`src/rtl/uart_pkg.sv`:
```
// Shared types and constants for the FIFO-fed UART transmitter.
// Holds the transmitter state encoding, frame data width and default bit period.
package uart_pkg;

  localparam int DATA_BITS            = 8;
  localparam int CLKS_PER_BIT_DEFAULT = 16;

  typedef enum logic [2:0] {
    ST_IDLE  = 3'd0,
    ST_FETCH = 3'd1,
    ST_START = 3'd2,
    ST_DATA  = 3'd3,
    ST_STOP  = 3'd4
  } tx_state_e;

endpackage

```
`src/rtl/fifo_uart_tx_if.sv`:
```
// Read-side handshake between the upstream synchronous FIFO and the UART transmitter.
// master = transmitter (pops), slave = FIFO (supplies empty flag and data).
interface fifo_uart_tx_if;
  import uart_pkg::*;

  logic                 fifo_empty;
  logic [DATA_BITS-1:0] fifo_dout;
  logic                 fifo_rd_en;

  modport master (
    output fifo_rd_en,
    input  fifo_empty,
    input  fifo_dout
  );

  modport slave (
    input  fifo_rd_en,
    output fifo_empty,
    output fifo_dout
  );

endinterface

```
`src/rtl/uart_baud_counter.sv`:
```
// Bit-period timer: counts 0..CLKS_PER_BIT-1 while enabled and flags the last count.
// The owner clears it on every state change so each state starts a fresh period.
module uart_baud_counter #(
  parameter int CLKS_PER_BIT = 16
) (
  input  logic clk,
  input  logic reset,
  input  logic clear,
  input  logic enable,
  output logic bit_done
);

  localparam int                CNT_W = (CLKS_PER_BIT > 1) ? $clog2(CLKS_PER_BIT) : 1;
  localparam logic [CNT_W-1:0] LAST  = CNT_W'(CLKS_PER_BIT - 1);

  logic [CNT_W-1:0] cnt_q;
  logic [CNT_W-1:0] cnt_d;

  // Next count: clear wins over enable
  always_comb begin
    cnt_d = cnt_q;
    if (clear) begin
      cnt_d = '0;
    end else if (enable) begin
      cnt_d = cnt_q + CNT_W'(1);
    end else begin
      cnt_d = cnt_q;
    end
  end

  // Count register
  always_ff @(posedge clk) begin
    if (reset) begin
      cnt_q <= '0;
    end else begin
      cnt_q <= cnt_d;
    end
  end

  assign bit_done = enable && (cnt_q == LAST);

endmodule

```
`src/rtl/fifo_uart_tx.sv`:
```
// 8N1 UART transmitter that pops one byte per frame from an upstream synchronous FIFO.
// Frame sequence: IDLE (pop) -> FETCH (capture) -> START -> 8 x DATA (LSB first) -> STOP.
module fifo_uart_tx
  import uart_pkg::*;
#(
  parameter int CLKS_PER_BIT = CLKS_PER_BIT_DEFAULT
) (
  input  logic                  clk,
  input  logic                  reset,
  input  logic                  tx_en,
  fifo_uart_tx_if.master        fifo,
  output logic                  tx,
  output logic                  busy,
  output logic [15:0]           frames_sent
);

  localparam logic [2:0] LAST_BIT = 3'(DATA_BITS - 1);

  tx_state_e            state_q;
  logic [DATA_BITS-1:0] shift_q;
  logic [2:0]           bit_idx_q;
  logic                 tx_q;
  logic                 busy_q;
  logic [15:0]          frames_q;

  logic rd_en_s;
  logic timing_s;
  logic clear_s;
  logic bit_done_s;

  // Pop request: only from IDLE, and never while reset is held
  always_comb begin
    rd_en_s = 1'b0;
    if ((state_q == ST_IDLE) && tx_en && !fifo.fifo_empty && !reset) begin
      rd_en_s = 1'b1;
    end else begin
      rd_en_s = 1'b0;
    end
  end

  // Baud timer runs only in line-driving states; bit_done also restarts the period
  always_comb begin
    timing_s = (state_q == ST_START) || (state_q == ST_DATA) || (state_q == ST_STOP);
    clear_s  = !timing_s || bit_done_s;
  end

  uart_baud_counter #(
    .CLKS_PER_BIT (CLKS_PER_BIT)
  ) u_baud (
    .clk      (clk),
    .reset    (reset),
    .clear    (clear_s),
    .enable   (timing_s),
    .bit_done (bit_done_s)
  );

  // Frame sequencer with registered line, busy flag and frame counter
  always_ff @(posedge clk) begin
    if (reset) begin
      state_q   <= ST_IDLE;
      shift_q   <= '0;
      bit_idx_q <= 3'd0;
      tx_q      <= 1'b1;
      busy_q    <= 1'b0;
      frames_q  <= 16'd0;
    end else begin
      case (state_q)
        ST_IDLE: begin
          tx_q <= 1'b1;
          if (rd_en_s) begin
            state_q <= ST_FETCH;
            busy_q  <= 1'b1;
          end
        end
        ST_FETCH: begin
          shift_q   <= fifo.fifo_dout;
          bit_idx_q <= 3'd0;
          state_q   <= ST_START;
          tx_q      <= 1'b0;
        end
        ST_START: begin
          if (bit_done_s) begin
            state_q <= ST_DATA;
            tx_q    <= shift_q[0];
          end
        end
        ST_DATA: begin
          if (bit_done_s) begin
            if (bit_idx_q == LAST_BIT) begin
              state_q <= ST_STOP;
              tx_q    <= 1'b1;
            end else begin
              // The line takes the next bit as the shifter moves it into bit 0
              bit_idx_q <= bit_idx_q + 3'd1;
              shift_q   <= {1'b0, shift_q[DATA_BITS-1:1]};
              tx_q      <= shift_q[1];
            end
          end
        end
        ST_STOP: begin
          if (bit_done_s) begin
            state_q  <= ST_IDLE;
            busy_q   <= 1'b0;
            frames_q <= frames_q + 16'd1;
          end
        end
        default: begin
          state_q <= ST_IDLE;
          tx_q    <= 1'b1;
          busy_q  <= 1'b0;
        end
      endcase
    end
  end

  assign fifo.fifo_rd_en = rd_en_s;
  assign tx              = tx_q;
  assign busy            = busy_q;
  assign frames_sent     = frames_q;

endmodule

```
`src/flat_wrapper.sv`:
```
// flat-port wrapper written by rule: the top's interface ports become plain ports
module fifo_uart_tx_flat import uart_pkg::*;
#(
  parameter int CLKS_PER_BIT = CLKS_PER_BIT_DEFAULT
)
  (clk, reset, tx_en, tx, busy, frames_sent, fifo_fifo_rd_en, fifo_fifo_empty, fifo_fifo_dout);
  fifo_uart_tx_if fifo_i ();
  input  logic clk;
  input  logic reset;
  input  logic tx_en;
  output logic tx;
  output logic busy;
  output logic [15:0] frames_sent;
  output wire logic [$bits(fifo_i.fifo_rd_en)-1:0] fifo_fifo_rd_en;
  input wire logic [$bits(fifo_i.fifo_empty)-1:0] fifo_fifo_empty;
  input wire logic [$bits(fifo_i.fifo_dout)-1:0] fifo_fifo_dout;
  assign fifo_fifo_rd_en = fifo_i.fifo_rd_en;
  assign fifo_i.fifo_empty = fifo_fifo_empty;
  assign fifo_i.fifo_dout = fifo_fifo_dout;
  fifo_uart_tx #(.CLKS_PER_BIT(CLKS_PER_BIT)) u_core (.clk(clk), .reset(reset), .tx_en(tx_en), .fifo(fifo_i), .tx(tx), .busy(busy), .frames_sent(frames_sent));
endmodule
```
`config.mk`:
```
export PLATFORM = sky130hd
export DESIGN_NAME = fifo_uart_tx_flat
export DESIGN_NICKNAME = d
export VERILOG_FILES = /design/src/rtl/uart_pkg.sv /design/src/rtl/fifo_uart_tx_if.sv /design/src/rtl/uart_baud_counter.sv /design/src/rtl/fifo_uart_tx.sv /design/src/flat_wrapper.sv
export SDC_FILE = /design/constraint.sdc
export NUM_CORES = 1
export LEC_CHECK = 0
export BUFFER_PORTS_ARGS = -buffer_cell sky130_fd_sc_hd__buf_2
export CAP_MARGIN = 30
export CORE_MARGIN = 3
export CORE_UTILIZATION = 30
export CTS_CLUSTER_SIZE = 16
export DETAILED_ROUTE_END_ITERATION = 6
export PLACE_DENSITY_LB_ADDON = 0.3
export SYNTH_ARGS = -nofsm -noshare
export SYNTH_HDL_FRONTEND = slang
export SYNTH_SLANG_ARGS = --single-unit
```
`constraint.sdc`:
```
create_clock -name clk -period 2.9 [get_ports clk]
set_clock_uncertainty 0.15 [all_clocks]
set_input_delay 0.29 -clock clk [delete_from_list [all_inputs] [get_ports clk]]
set_output_delay 0.29 -clock clk [all_outputs]
set_load 0.01 [all_outputs]
```
==> impl_metrics.tcl <==
set metrics [dict create \
    finalHoldViolations 0 \
    cp-startpoint "u_core.u_baud.cnt_q[0]$_SDFFE_PP0P_" \
    fin_ws_ns 0.522 \
    r2r_end "u_core.frames_sent[15]$_SDFFE_PP0P_" \
    final_cells 317 \
    synth-main-ff-cell "dfxtp_1" \
    vias 1642 \
    grt_antenna_before_repair 0 \
    drt-total-wl_um 3960 \
    required_ns 2.97 \
    synth_seq_cells 36 \
    ctsResizeCount 0 \
    period_needed_ns 2.38 \
    num_rows 27 \
    maxCapViolCount 0 \
    fin_crit_sh 0.820 \
    grt_pass1_wl_um 6910 \
    rsz0062_at_grt "false" \
    routabilityCongestion 0.798 \
    hold_depth 3 \
    critPathKind "reg -> reg" \
    die_h_um 83.2 \
    ant_nets 0 \
    n_antenna_cell 0 \
    postCtsHoldBufs 0 \
    yosys_warnings 0 \
    post-place-ws_ns 0.530 \
    drt_drc_violations_left 0 \
    tightest_slew_ns 0.695 \
    grt_usage 0.120 \
    htreeDepth 2 \
    nets 260 \
    cts.root.buffer_cell "clkbuf_8" \
    io_pins 31 \
    grt_max_degree 36 \
    r2r_setup_slack_ns 0.52 \
    drt-vias-per-instance 5.18 \
    dpl.hpwl_um 2750 \
    vdd_drop_max_mv 0.173 \
    crit_fanout 10 \
    async_flop_share 0 \
    setup-tns-final_ns 0 \
    cts_tree "done" \
    r2r_cells 5 \
    relSlewSlack 0.536 \
    status "finished clean" \
    start_kind "flop" \
    syn_area_per_cell_um2 8.05 \
    worst_hold_path.endpoint "u_core.shift_q[7]$_SDFFE_PP0P_" \
    die_w_um 83.2 \
    arrival_ns 2.45 \
    fmax_mhz 420 \
    setup_viol 0 \
    firstDrtPassIters 4 \
    drv_slew 0 \
    synth-seq-area-share 0.403 \
    synth_cells 222 \
    synth_area_mm2 0.00179 \
    cts.clk_slew.worst_paths_ns 0.07 \
    min_from "fifo_fifo_dout[7]" \
    area_growth_pct 15.1 \
    syn_nets 238 \
    p_leak_nw 0.714 \
    cts.sinks 36 \
    drt-initial-drc-count 60 \
    fin_util 0.365 \
    slowest_delay_ns 0.59 \
    clock_path_buffers 2 \
    dp.cells 309 \
    slowest_stage "or3_1" \
    hold_class "in -> reg" \
    start_util 0.317 \
    port-buffer-count 30 \
    clk_latency_ns 0.29 \
    ys_types 42 \
    grt_pass1_vias 1490 \
    crit_path_end_kind "flop" \
    power.density_mw_per_mm2 468 \
    power_mw 0.962 \
    grt-ovfl-total 0 \
    core_area_mm2 0.00564 \
    r2r_start "u_core.u_baud.cnt_q[0]$_SDFFE_PP0P_" \
    postCtsSetupRepairBufs 0 \
    fp.dieArea_mm2 0.00692 \
    path_cells "ha_1, nand3_1, or3_1, or4_1, a21oi_1" \
    synth_edf_count 0 \
    cts_buffers 5 \
    drive_above_1_share 0.167 \
    routedWlPerCell_um 12.5 \
]
[flip-flops by register name, summed over array words and instances (netlist names)]
| register | flops |
|---|---|
| u_core.tx | 1 |
| u_core.state_q | 3 |
| u_core.shift_q | 8 |
| u_core.frames_sent | 16 |
| u_core.bit_idx_q | 3 |
| u_core.u_baud.cnt_q | 4 |
| u_core.busy | 1 |
[routing by layer]
metal	track usage	vias to the layer above	wire [um]
li1	-	844	-
met1	0.156	763	1890
met4	0.0579	0	75
met3	0.0298	7	168
met5	0	-	0
met2	0.185	28	1820
[cells by family (layout without fill, tap and decap cells)]
group / after synthesis / count (layout) / share of synthesized area
DFF: 36 / 36 / 0.403
AOI/OAI and AO/OA: 45 / 45 / 0.160
and+or+nand+nor: 105 / 105 / 0.307
adders and majority gates: 4 / 4 / 0.0280
muxes: 1 / 1 / 0.00560
buffers and inverters: 23 / 46 / 0.0567
xor gates and xnor gates: 8 / 8 / 0.0392
[power breakdown]
group | switching, mW | internal [mW]
Clock | 0.176 | 0.194
Sequential | 0.0105 | 0.506
Combinational | 0.0470 | 0.0284
Total | 0.234 | 0.729
[cells in the mapped netlist (6+ instances only)]
cell type	n	share of area
dfxtp_1	36	0.40
nand2_1	25	0.053
nand3_1	24	0.067
nor2_1	14	0.029
clkbuf_1	12	0.025
a21oi_1	11	0.031
a31oi_1	9	0.032
a21o_1	7	0.029
or3_1	7	0.025
nor4_1	6	0.021
o21ai_0	6	0.017
or4_1	6	0.025
xnor2_1	6	0.029
[metrics by stage]
step	area, um2	hold WS [ns]
after floorplan	1790	0.268
after global placement	1970	0.281
after detailed placement	1970	0.299
after CTS	2060	0.119
after global routing	2060	0.144
final	2060	0.130
[cells in the final DEF, fill, tap and decap left out, drive strengths merged, types with 6 or more instances in the layout]
master and count:
dfxtp 36, buf 33, nand2 25, nand3 24, nor2 14, a21oi 11, a31oi 9, clkbuf 8
or3 7, a21o 7, or4 6, o21ai 6, nor4 6, xnor2 6
[cell type report]
cell class / count / area (um2)
Clock buffer: 8 / 90.1
Fill cell: 593 / 3580
Inverter: 5 / 18.8
Multi-Input combinational cell: 163 / 965
Sequential cell: 36 / 721
Tap cell: 72 / 90.1
Timing Repair Buffer: 33 / 173
[how the worst max path moves through the flow]
| stage | to | slack (ns) |
|---|---|---|
| floorplan | u_core.frames_sent[15]$_SDFFE_PP0P_ | 0.71 |
| global placement | u_core.frames_sent[15]$_SDFFE_PP0P_ | 0.64 |
| detailed placement | u_core.frames_sent[15]$_SDFFE_PP0P_ | 0.53 |
| CTS | u_core.frames_sent[15]$_SDFFE_PP0P_ | 0.51 |
| global route | u_core.frames_sent[15]$_SDFFE_PP0P_ | 0.36 |
| finish | u_core.frames_sent[15]$_SDFFE_PP0P_ | 0.52 |
[worst max-delay path: cells and delay by family (launching register included)]
kind	cells	cell delay [ns]
compound gates	1	0.14
fa+ha+maj	1	0.26
flops	1	0.36
simple gates	3	1.40
(Power assumes the default switching activity.)
